==> src/rtl/dmem_bus_master.sv <==
// dmem_bus_master: single-outstanding data bus initiator with load extension and store lane replication.
// DMEM_ALIGN_CHECK_EN enables misaligned-access trapping (mem_adel/mem_ades).
module dmem_bus_master (
   input  logic        clk,
   input  logic        rst,
   input  logic        mem_req,
   input  logic        mem_wr,
   input  logic [1:0]  mem_size,
   input  logic        mem_signed,
   input  logic [31:0] mem_addr,
   input  logic [31:0] mem_wdata,
   output logic [31:0] mem_rdata,
   output logic        mem_done,
   output logic        mem_stall,
   output logic        mem_adel,
   output logic        mem_ades,
   output logic        data_req,
   output logic        data_wr,
   output logic [1:0]  data_size,
   output logic [31:0] data_addr,
   output logic [31:0] data_wdata,
   input  logic [31:0] data_rdata,
   input  logic        data_addr_ok,
   input  logic        data_data_ok
);
   typedef enum logic [1:0] {IDLE, REQ, WAIT, DONE} state_t;
   state_t state;
   logic sgn;
   logic mis;
   logic [31:0] wd, blane, hlane, ext;
   assign mem_stall = mem_req & ~mem_done;
   assign wd = mem_size == 2'd0 ? {4{mem_wdata[7:0]}} : mem_size == 2'd1 ? {2{mem_wdata[15:0]}} : mem_wdata;
   assign blane = data_rdata >> {data_addr[1:0], 3'b000};
   assign hlane = data_rdata >> {data_addr[1], 4'b0000};
   assign ext = data_wr ? 32'd0 :
                data_size == 2'd0 ? {{24{sgn & blane[7]}}, blane[7:0]} :
                data_size == 2'd1 ? {{16{sgn & hlane[15]}}, hlane[15:0]} : data_rdata;
`ifdef DMEM_ALIGN_CHECK_EN
   assign mis = (mem_size == 2'd1 & mem_addr[0]) | (mem_size[1] & |mem_addr[1:0]);
`else
   assign mis = 1'b0;
`endif
   always_ff @(posedge clk) begin
      if (rst) begin
         state      <= IDLE;
         sgn        <= 1'b0;
         data_req   <= 1'b0;
         data_wr    <= 1'b0;
         data_size  <= 2'd0;
         data_addr  <= 32'd0;
         data_wdata <= 32'd0;
         mem_rdata  <= 32'd0;
         mem_done   <= 1'b0;
         mem_adel   <= 1'b0;
         mem_ades   <= 1'b0;
      end else begin
         case (state)
            IDLE: if (mem_req) begin
               data_wr    <= mem_wr;
               data_size  <= mem_size == 2'd3 ? 2'd2 : mem_size;
               sgn        <= mem_signed;
               data_addr  <= mem_addr;
               data_wdata <= wd;
               // misaligned accesses never reach the bus
               if (mis) begin
                  state     <= DONE;
                  mem_done  <= 1'b1;
                  mem_adel  <= ~mem_wr;
                  mem_ades  <= mem_wr;
                  mem_rdata <= 32'd0;
               end else begin
                  state    <= REQ;
                  data_req <= 1'b1;
               end
            end
            REQ: if (data_addr_ok) begin
               data_req <= 1'b0;
               state    <= WAIT;
            end
            WAIT: if (data_data_ok) begin
               mem_rdata <= ext;
               mem_done  <= 1'b1;
               state     <= DONE;
            end
            default: begin
               mem_done <= 1'b0;
               mem_adel <= 1'b0;
               mem_ades <= 1'b0;
               state    <= IDLE;
            end
         endcase
      end
   end
endmodule

==> config.mk <==
export PLATFORM = sky130hd
export DESIGN_NAME = dmem_bus_master
export DESIGN_NICKNAME = d
export VERILOG_FILES = /design/src/rtl/dmem_bus_master.sv
export SDC_FILE = /design/constraint.sdc
export NUM_CORES = 1
export LEC_CHECK = 0
export CORE_ASPECT_RATIO = 0.7
export CORE_MARGIN = 4
export CORE_UTILIZATION = 37
export DETAILED_ROUTE_END_ITERATION = 16
export PLACE_DENSITY = 0.76
export SLEW_MARGIN = 20
export SYNTH_ARGS = -nofsm -noshare
export SYNTH_HDL_FRONTEND = slang
export SYNTH_SLANG_ARGS = --single-unit
==> constraint.sdc <==
create_clock -name clk -period 1.52 [get_ports clk]
set_input_delay 0.304 -clock clk [delete_from_list [all_inputs] [get_ports clk]]
set_output_delay 0.304 -clock clk [all_outputs]
set_load 0.005 [all_outputs]
==> qor.yml, run 1 <==
finish:
  area_growth_pct: 73.9
  n_antenna_cell: 0
  nets: 908
  drive_gt1_share_pct: 18.4
  nFillCells: 945
place:
  dp_slack_ns: -0.519
  gp_routability_congestion: 1.01
  hpwl_mm: 11.9
  port-buffer-count: 206
pwr:
  p_comb_share_pct: 39.8
  switching_share_pct: 31.9
  vdd_drop_max_uv: 721
  p_switching_mw: 3.18
  total_power_mw: 9.98
  p_seq_share_pct: 35.0
  power.density_nw_per_um2: 1270
  internal_power_mw: 6.80
  p_clk_share_pct: 25.2
  leakagePower_nw: 3.98
clock_network:
  clkLatencyLatePin_ns: 0.34
  clockBufferDepth: 2
  cts_root_buffer: "clkbuf_16"
  cts_tree: "built"
  cts_made_buffers: 9
  clk_pin_slew_worst_paths_ns: 0.07
  htreeDepth: 3
  cts.sinks: 104
logic_synthesis:
  synth_compound_gate_area_share_pct: 23.6
  syn_avg_cell_area_um2: 8.11
  yosysUniqueCellTypes: 45
  synth.mux.area_fraction_pct: 4.54
  synth-seq-area-share_pct: 46.1
  synth-edff-count: 0
  syn_inst: 557
  synthTopCellsByArea: "dfxtp_1 46%, nand2_1 12%, a21oi_1 7.0%, mux2i_1 4.0%, nor2_1 3.6%"
  ys.flop_type: "dfxtp_1"
  yosysWarnings: 0
  synth_top_area_cell: "dfxtp_1"
  synthArstFlopShare_pct: 0
  synth-seq-cells: 104
  yosys.area_share.simple_pct: 19.1
  yosysTopAreaCellShare_pct: 46.1
  synth_xor_area_share_pct: 0
  synth_most_common_cell: "nand2_1"
  synth_top_family_by_area: "compound AO/OA/AOI/OAI gates"
  ys_top_cells_by_count: "143 x nand2_1, 104 x dfxtp_1, 63 x a21oi_1"
  synth_adder_area_share_pct: 1.11
  syn_area_um2: 4520
global_route:
  grt_max_degree: 53
  grt_pass1_vias: 4690
  grt_pass1_wl_mm: 24.0
  grt.total_usage_pct: 21.1
  grt_remaining_overflow: 0
  antenna_found_initial: 0
drt:
  wirelength_mm: 16.4
  drtPass1Iterations: 4
  wl_per_cell_um: 17.0
  num_vias: 4973
  ant_nets: 0
  first_iter_violations: 318
  vias_per_cell: 5.17
  drc_errors: 0
worst_hold_path:
  hold_depth: 3
  hp-class: "in2reg"
critical_path:
  reg2reg_depth: 6
  worst_setup_path_start_kind: "primary input"
  cp_slowest_cell: "clkdlybuf4s50_1"
  cpPeakStageDelay_ns: 0.50
  critPathArrivalTime_ns: 1.74
  ff2ff_setup_slack_ns: -0.01
  cp-end-kind: "register"
  critical_path_class: "in2reg"
  crit_top_cell: "buf_4"
  required_ns: 1.72
  crit_chain: "clkdlybuf4s50_1 > buf_4 > inv_1 > a222oi_1 > buf_4 > mux2i_1 > nor2_1"
  crit_fanout: 3
die:
  core_area_um2: 11800
  rows: 33
  io_pins: 209
  initial_core_util_pct: 38.2
  dieArea_um2: 14100
  die_h_um: 100
  dieWidth_um: 140
sta:
  finalMaxSlewViolations: 0
  final-setup-viol-count: 2
  hold_viol: 0
  max_slew_margin_pct: 63.2
  whs_ns: 0.421
  fmax_mhz: 649
  rsz0062_at_grt: "true"
  finalWorstSetupSlack_ns: -0.0210
  skew_ns: 0.00630
  finalCritPeriodShare_pct: 101
  tightest_slew_ns: 0.552
  fin_crit_ns: 1.54
run_status:
  status: "finished with violations"
  violations: "setup timing"
job:
  drv_cap: 0
[per-stage QoR]
step,instance area [um^2],std cells,setup TNS (ns),utilization (%)
6_report,7850,961,-0.0281,66.5
5_1_grt,7850,961,-1.29,66.5
4_1_cts,7490,953,0,63.4
3_5_place_dp,7080,931,-23.77,59.9
3_3_place_gp,7080,931,-22.40,59.9
2_1_floorplan,4530,558,0,-
[cell type report]
cell class              instances  area, um^2  share of cell area [%]
clock inverters                 7         100                    1.27
well taps                     157         196                    2.50
clock buffers                   9         225                    2.87
repair buffers                276        2850                    36.3
inverters                       8        30.0                   0.382
multi-input cells             400        2330                    29.6
flip-flops and latches        104        2120                    27.0
[state kept, by name (all words and copies together) (netlist names)]
| register | flops |
|---|---|
| data_addr | 32 |
| data_wdata | 32 |
| mem_rdata | 32 |
| data_size | 2 |
| state | 2 |
| data_req | 1 |
| data_wr | 1 |
| mem_done | 1 |
| sgn | 1 |
[final timing paths]
| check | startpoint | to |
|---|---|---|
| max | data_data_ok | state[0] |
| min | rst | data_addr[31] |
| min reg2reg | mem_rdata[3] | mem_rdata[3] |
| max reg2reg | state[1] | state[0] |
[worst max-delay path, delay by kind of cell]
kind / cells / cell delay (ns)
AOI/OAI and AO/OA: 1 / 0.35
buffers and inverters: 4 / 0.86
muxes: 1 / 0.18
and+or+nand+nor: 1 / 0.05
[layout by cell type (no fill, tap or decap), types with 4 or more instances in the layout]
cell type	synthesis	routed
dfxtp_2	0	21
o21ai_2	10	15
buf_6	2	6
dlymetal6s2s_1	0	55
mux2i_1	18	18
o221ai_1	7	6
nand2_1	143	142
clkdlybuf4s50_1	0	127
buf_4	2	54
o21ai_0	17	16
inv_1	7	6
buf_12	0	7
or3_1	6	6
inv_6	0	4
a22o_1	9	9
dfxtp_1	104	80
a211oi_1	8	8
clkbuf_16	0	12
a21oi_1	63	60
a311oi_1	8	8
o21ai_1	13	9
a2bb2oi_1	8	7
nor2_1	43	42
o22ai_1	10	10
nand3b_1	6	6
dlygate4sd2_1	0	23
[layer usage]
layer | global-route usage [%] | vias to the layer above | share of wire, %
met4 | 5.21 | 0 | 1.0
met5 | 0 | - | 0
met2 | 34.2 | 200 | 48
met3 | 7.52 | 15 | 8.4
met1 | 27.0 | 2353 | 42
li1 | - | 2405 | -
[power by group through the flow]
stage | combinational, mW | sequential, mW | clock, mW
CTS | 3.62 | 3.49 | 2.58
floorplan | 1.59 | 3.54 | 0
global placement | 3.51 | 3.52 | 0
detailed placement | 3.59 | 3.54 | 0
global route | 4.30 | 3.56 | 2.69
finish | 3.97 | 3.49 | 2.51
[timing repair]
action	in CTS	in global routing
cloned	0	4
setup endpoints to repair	80	132
pin swaps	2	20
resized for setup	48	85
setup buffers	6	4
hold buffers	0	0
[cells by family after synthesis]
| logic type | count (synthesis) |
|---|---|
| adder cells (fa/ha/maj) | 4 |
| other | 1 |
| AND/OR/NAND/NOR | 210 |
| flip-flops | 104 |
| buffers and inverters | 55 |
| AO/OA/AOI/OAI | 163 |
| multiplexers | 20 |
(Power assumes the default switching activity.)
==> run 2: changes to the inputs <==
- CORE_UTILIZATION: 37 -> 45
- PLACE_DENSITY: 0.76 -> 0.86
- clock period: 1.52 -> 1.8 ns (I/O delays scaled with it)
==> run 2 against run 1 <==
Against the previous run: the flow now finishes without violations; cell area fell by 7.2%; core utilization rose by 8.5 points; register-to-register slack improved by 0.16 ns; flip-flop and latch count did not move; cell count fell by 5.3%; die area fell by 17%; clock power fell by 18%; largest cell class unchanged.
==> qor.yml, run 2 (same netlist as run 1, synthesis figures left out) <==
run_status:
  status: "completed"  # was finished with violations
finish:
  seq_area_um2: 2080  # was 2120 um^2
  nFillCells: 669  # was 945
  layout.cells.non_filler: 910  # was 961
  drive_gt1_share_pct: 11.1  # was 18.4%
  largestRegisters: "data_addr: 32 flops, data_wdata: 32 flops, mem_rdata: 32 flops"  # unchanged
  final_area_um2: 7290  # was 7850 um^2
  area_growth_pct: 61.4  # was 73.9%
  multi_input_area_um2: 2210  # was 2330 um^2
  final_common_cell: "clkdlybuf4s50_1"  # was nand2_1
  nets: 887  # was 908
  mostFrequentLayoutCells: "203 x clkdlybuf4s50_1, 142 x nand2_1, 102 x dfxtp_1"  # was 142 x nand2_1, 127 x clkdlybuf4s50_1, 80 x dfxtp_1
sta:
  hold_viol: 0  # unchanged
  whs_ns: 0.453  # was 0.421 ns
  finalCritPeriodShare_pct: 95.1
  skew_ns: 0.00712  # was 0.00630 ns
  finalMaxSlewViolations: 0  # unchanged
  finalWorstSetupSlack_ns: 0.0874  # was -0.0210 ns
  max_slew_margin_pct: 49.4  # was 63.2%
  fmax_mhz: 584
  fin_crit_ns: 1.71
  final-setup-viol-count: 0  # was 2
  rsz0062_at_grt: "false"  # was true
  tightest_slew_ns: 0.759  # was 0.552 ns
die:
  dieArea_um2: 11700  # was 14100 um^2
  initial_core_util_pct: 46.4  # was 38.2%
  rows: 30  # was 33
  dieWidth_um: 128  # was 140 um
  core_area_um2: 9720  # was 11800 um^2
  io_pins: 209  # unchanged
  die_h_um: 91.8  # was 100 um
place:
  dp_slack_ns: -0.599  # was -0.519 ns
  post-place-cells: 894  # was 931
  gp_routability_congestion: 0.906  # was 1.01
  dpl_cell_area_um2: 6940  # was 7080 um^2
  port-buffer-count: 206  # unchanged
  hpwl_mm: 11.6  # was 11.9 mm
critical_path:
  required_ns: 1.44  # was 1.72 ns
  worst_setup_path_start_kind: "register"  # was primary input
  crit_fanout: 5  # was 3
  crit_chain: "clkdlybuf4s50_1"  # was clkdlybuf4s50_1 > buf_4 > inv_1 > a222oi_1 > buf_4 > mux2i_1 > nor2_1
  cp_slowest_cell: "clkdlybuf4s50_1"  # unchanged
  crit_family: "buffers and inverters"  # unchanged
  cpPeakStageDelay_ns: 0.58  # was 0.50 ns
  cp-end-kind: "primary output"  # was register
  crit_buf_inv: 1  # was 4
  critPathArrivalTime_ns: 1.35  # was 1.74 ns
  critical_path_class: "reg2out"  # was in2reg
pwr:
  p_comb_share_pct: 37.9  # was 39.8%
  leakagePower_nw: 2.79  # was 3.98 nW
  p_clk_share_pct: 25.5  # was 25.2%
  vdd_drop_max_uv: 686  # was 721 uV
  switching_share_pct: 31.0  # was 31.9%
  p_switching_mw: 2.49  # was 3.18 mW
  p_seq_share_pct: 36.6  # was 35.0%
  total_power_mw: 8.01  # was 9.98 mW
  internal_power_mw: 5.53  # was 6.80 mW
  power.density_nw_per_um2: 1100  # was 1270 nW/um^2
drt:
  wirelength_mm: 15.3  # was 16.4 mm
  drtPass1Iterations: 5  # was 4
  ant_nets: 0  # unchanged
  num_vias: 4865  # was 4973
  wl_per_cell_um: 16.8  # was 17.0 um
  first_iter_violations: 307  # was 318
  vias_per_cell: 5.35  # was 5.17
  drc_errors: 0  # unchanged
clock_network:
  clockBufferDepth: 2  # unchanged
  clk_pin_slew_worst_paths_ns: 0.07  # about the same
  ctsHoldBuffers: 0  # unchanged
  cts_root_buffer: "clkbuf_16"  # unchanged
  cts_tree: "built"  # unchanged
  cts_made_buffers: 9  # unchanged
  cts.sinks: 104  # unchanged
  clkLatencyLatePin_ns: 0.34  # about the same
  htreeDepth: 3  # unchanged
global_route:
  grt_pass1_wl_mm: 23.8  # was 24.0 mm
  antenna_found_initial: 1  # was 0
  grt_remaining_overflow: 0  # unchanged
  grt_max_degree: 74  # was 53
  grt_pass1_vias: 4815  # was 4690
  grt.total_usage_pct: 25.2  # was 21.1%
worst_hold_path:
  hp-class: "reg2reg"  # was in2reg
job:
  drv_cap: 0  # unchanged
[run 2: worst reg2reg max path, stage by stage (launching register included)]
cell and delay (ns):
dfxtp_1 0.31, buf_4 0.14, inv_1 0.07, ha_2 0.24, and2_2 0.21, buf_4 0.24
nor2_1 0.06, a311oi_1 0.27
[run 2: layout make-up]
| class | instances | area share (%) |
|---|---|---|
| multi-input combinational | 399 | 30.3 |
| clock inverter | 5 | 1.15 |
| inverter | 8 | 0.412 |
| tap | 128 | 2.20 |
| clock buffer | 9 | 3.09 |
| sequential | 104 | 28.6 |
| timing repair buffer | 256 | 34.2 |
| antenna | 1 | 0.0343 |
[run 2: power groups by stage]
| stage | combinational, mW | clock [mW] | sequential, mW |
|---|---|---|---|
| detailed placement | 3.01 | 0 | 2.97 |
| CTS | 3.03 | 2.09 | 2.93 |
| finish | 3.04 | 2.05 | 2.93 |
| global route | 3.31 | 2.18 | 2.97 |
| floorplan | 1.33 | 0 | 2.98 |
| global placement | 2.92 | 0 | 2.95 |
[run 2: worst paths after layout]
path / cells after the start / to / slack, ns / startpoint
min reg2reg: 2 / mem_rdata[26] / 0.45 / mem_rdata[26]
max: 1 / data_addr[0] / 0.09 / data_addr[0]
max reg2reg: 7 / data_wdata[12] / 0.15 / state[1]
min: 2 / mem_rdata[26] / 0.45 / mem_rdata[26]
[run 2: repair_timing]
item / CTS / global route
gates resized for setup: 5 / 2
setup buffers: 1 / 0
cloned: 0 / 0
endpoints found under the setup margin: 18 / 7
[run 2: per-layer routing]
layer	routed length, um	share of wire, %	global-route usage [%]	vias to the layer above
met1	6220	41	30.2	2267
met5	0	0	0	-
met2	7270	48	41.9	216
met3	1410	9.2	8.56	23
met4	382	2.5	9.19	0
li1	-	-	-	2359
[run 2: stage by stage]
| step | util (%) | TNS (ns) |
|---|---|---|
| floorplan | - | 0 |
| global placement | 71.4 | -7.88 |
| detailed placement | 71.4 | -9.84 |
| CTS | 74.9 | 0 |
| global route | 75.0 | 0 |
| finish | 75.0 | 0 |
==> run 3: changes to the inputs <==
- ABC_CLOCK_PERIOD_IN_PS: default -> 1800
==> results of run 3 <==
The final DEF is identical to that of run 2; final timing and power are the same.
==> variant: new RTL, settings of run 1 <==
Reset style: asynchronous (`rst`), changed in one clocked block.
--- a/src/rtl/dmem_bus_master.sv
+++ b/src/rtl/dmem_bus_master.sv
@@ -40,7 +40,7 @@
 `else
    assign mis = 1'b0;
 `endif
-   always_ff @(posedge clk) begin
+   always_ff @(posedge clk or posedge rst) begin
       if (rst) begin
          state      <= IDLE;
          sgn        <= 1'b0;
Formal check against the unedited RTL: differs if rst is asserted again (counterexample within 4 cycles, from zero or initial values and one cycle with rst high); with rst held inactive, the same outputs for 4 cycles.
==> variant against run 1 <==
The run still ends with setup timing left; worst setup slack worse by 130 ps; sequential cell count did not move; critical path type is now register to register; routed wire length grew 1.4%; global-route usage down 0.19 points; area after synthesis is 7.3% higher; clock skew up 3.8 ps; non-clock buffer count up 21; die area is 6.8% higher; cell area grew 8.3%.
Power is not compared: it rests on default switching activity, and its combinational part moved more than twofold at a synthesized area within 25%.
==> variant: results <==
grt:
  grt_use_met3_pct: 6.77
  grt_max_degree: 37
  grt_pass1_wl_mm: 24.6
  grt_usage_pct: 20.9
  use_met1_pct: 28.8
  met2_usage_pct: 32.1
  grt_pass1_vias: 4478
critical_path:
  rr_worst_depth: 4
  r2r-start: "data_addr[1]"
  arrival_ps: 1900
sta:
  finalWorstSetupSlack_ps: -156
  setup_viol: 48
  finalSetupTns_ps: -4210
  finClkSkew_ps: 10.1
min_path:
  hold_path_class: "input port to asynchronous set/reset pin"
drt:
  dr.pass1.iters: 5
  routed_wl_mm: 16.6
  route.detailed.vias_per_inst: 5.18
synth:
  synth_common_cells: "dfrtp_1 (104), o21ai_0 (51), nand2_1 (48)"
  muxShareOfSynthArea_pct: 15.5
  synth.area.top_cells: "dfrtp_1 (54%), mux2_2 (10%), o21ai_0 (5.3%)"
  yosysSeqAreaShare_pct: 53.7
  synth_fa_ha_area_share_pct: 0.775
  yosysUniqueCellTypes: 35
placement:
  hpwl_mm: 11.7
  gp_congestion: 0.885
  dp_slack_ps: -596
final_layout:
  drive_above_1_share_pct: 24.7
  layout.nets: 839
status:
  status: "finished, violations left"
  violations: "setup timing"
[variant: cell type report]
cell class                 count  area, sq um
multi-input combinational    299         2210
fill                         943         4080
tap                          162          203
inverter                      20         78.8
timing repair buffer         297         3080
clock buffer                  10          239
sequential                   104         2610
clock inverter                 6         91.3
[variant: power by group]
part / internal (mW) / switching, mW / total, mW
clock: 1.50 / 1.04 / 2.53
sequential: 4.09 / 0.707 / 4.80
combinational: 4.72 / 3.41 / 8.14
[variant: critical path, stage by stage, from the launching register on]
cell and delay [ps]:
dfrtp_2 420, buf_6 140, mux2_4 330, o311a_4 410
a221o_1 260
[variant: kinds of logic (layout without fill, tap and decap cells)]
group                      Yosys count  in the layout
other                                1              2
AOI/OAI and AO/OA                  121            122
and+or+nand+nor                    103            103
buffers and inverters               53            333
DFF                                104            104
adders and majority gates            3              3
muxes                               69             69
[variant: per-layer routing]
metal | share of wire, % | vias up
met5 | 0 | -
met4 | 1.4 | 0
met3 | 8.9 | 19
met2 | 46 | 211
met1 | 43 | 2251
li1 | - | 2169
[variant: metrics by stage]
| stage | cells | cell area, sq um |
|---|---|---|
| 2_1_floorplan | 455 | 4900 |
| 3_3_place_gp | 844 | 7460 |
| 3_5_place_dp | 844 | 7460 |
| 4_1_cts | 886 | 8190 |
| 5_1_grt | 898 | 8510 |
| 6_report | 898 | 8510 |
[variant: final timing paths]
check,to,slack [ps]
max,mem_rdata[25],-160
min,mem_rdata[28],310
max reg2reg,mem_rdata[25],-160
min reg2reg,mem_rdata[1],480
max in group asynchronous,data_addr[0],670
min in group clk,mem_rdata[1],480
[variant: repair_timing]
action / CTS / global route
buffers inserted: 20 / 10
endpoints found under the setup margin: 130 / 137
pin swaps: 5 / 7
cloned: 6 / 3
gates resized for setup: 95 / 87
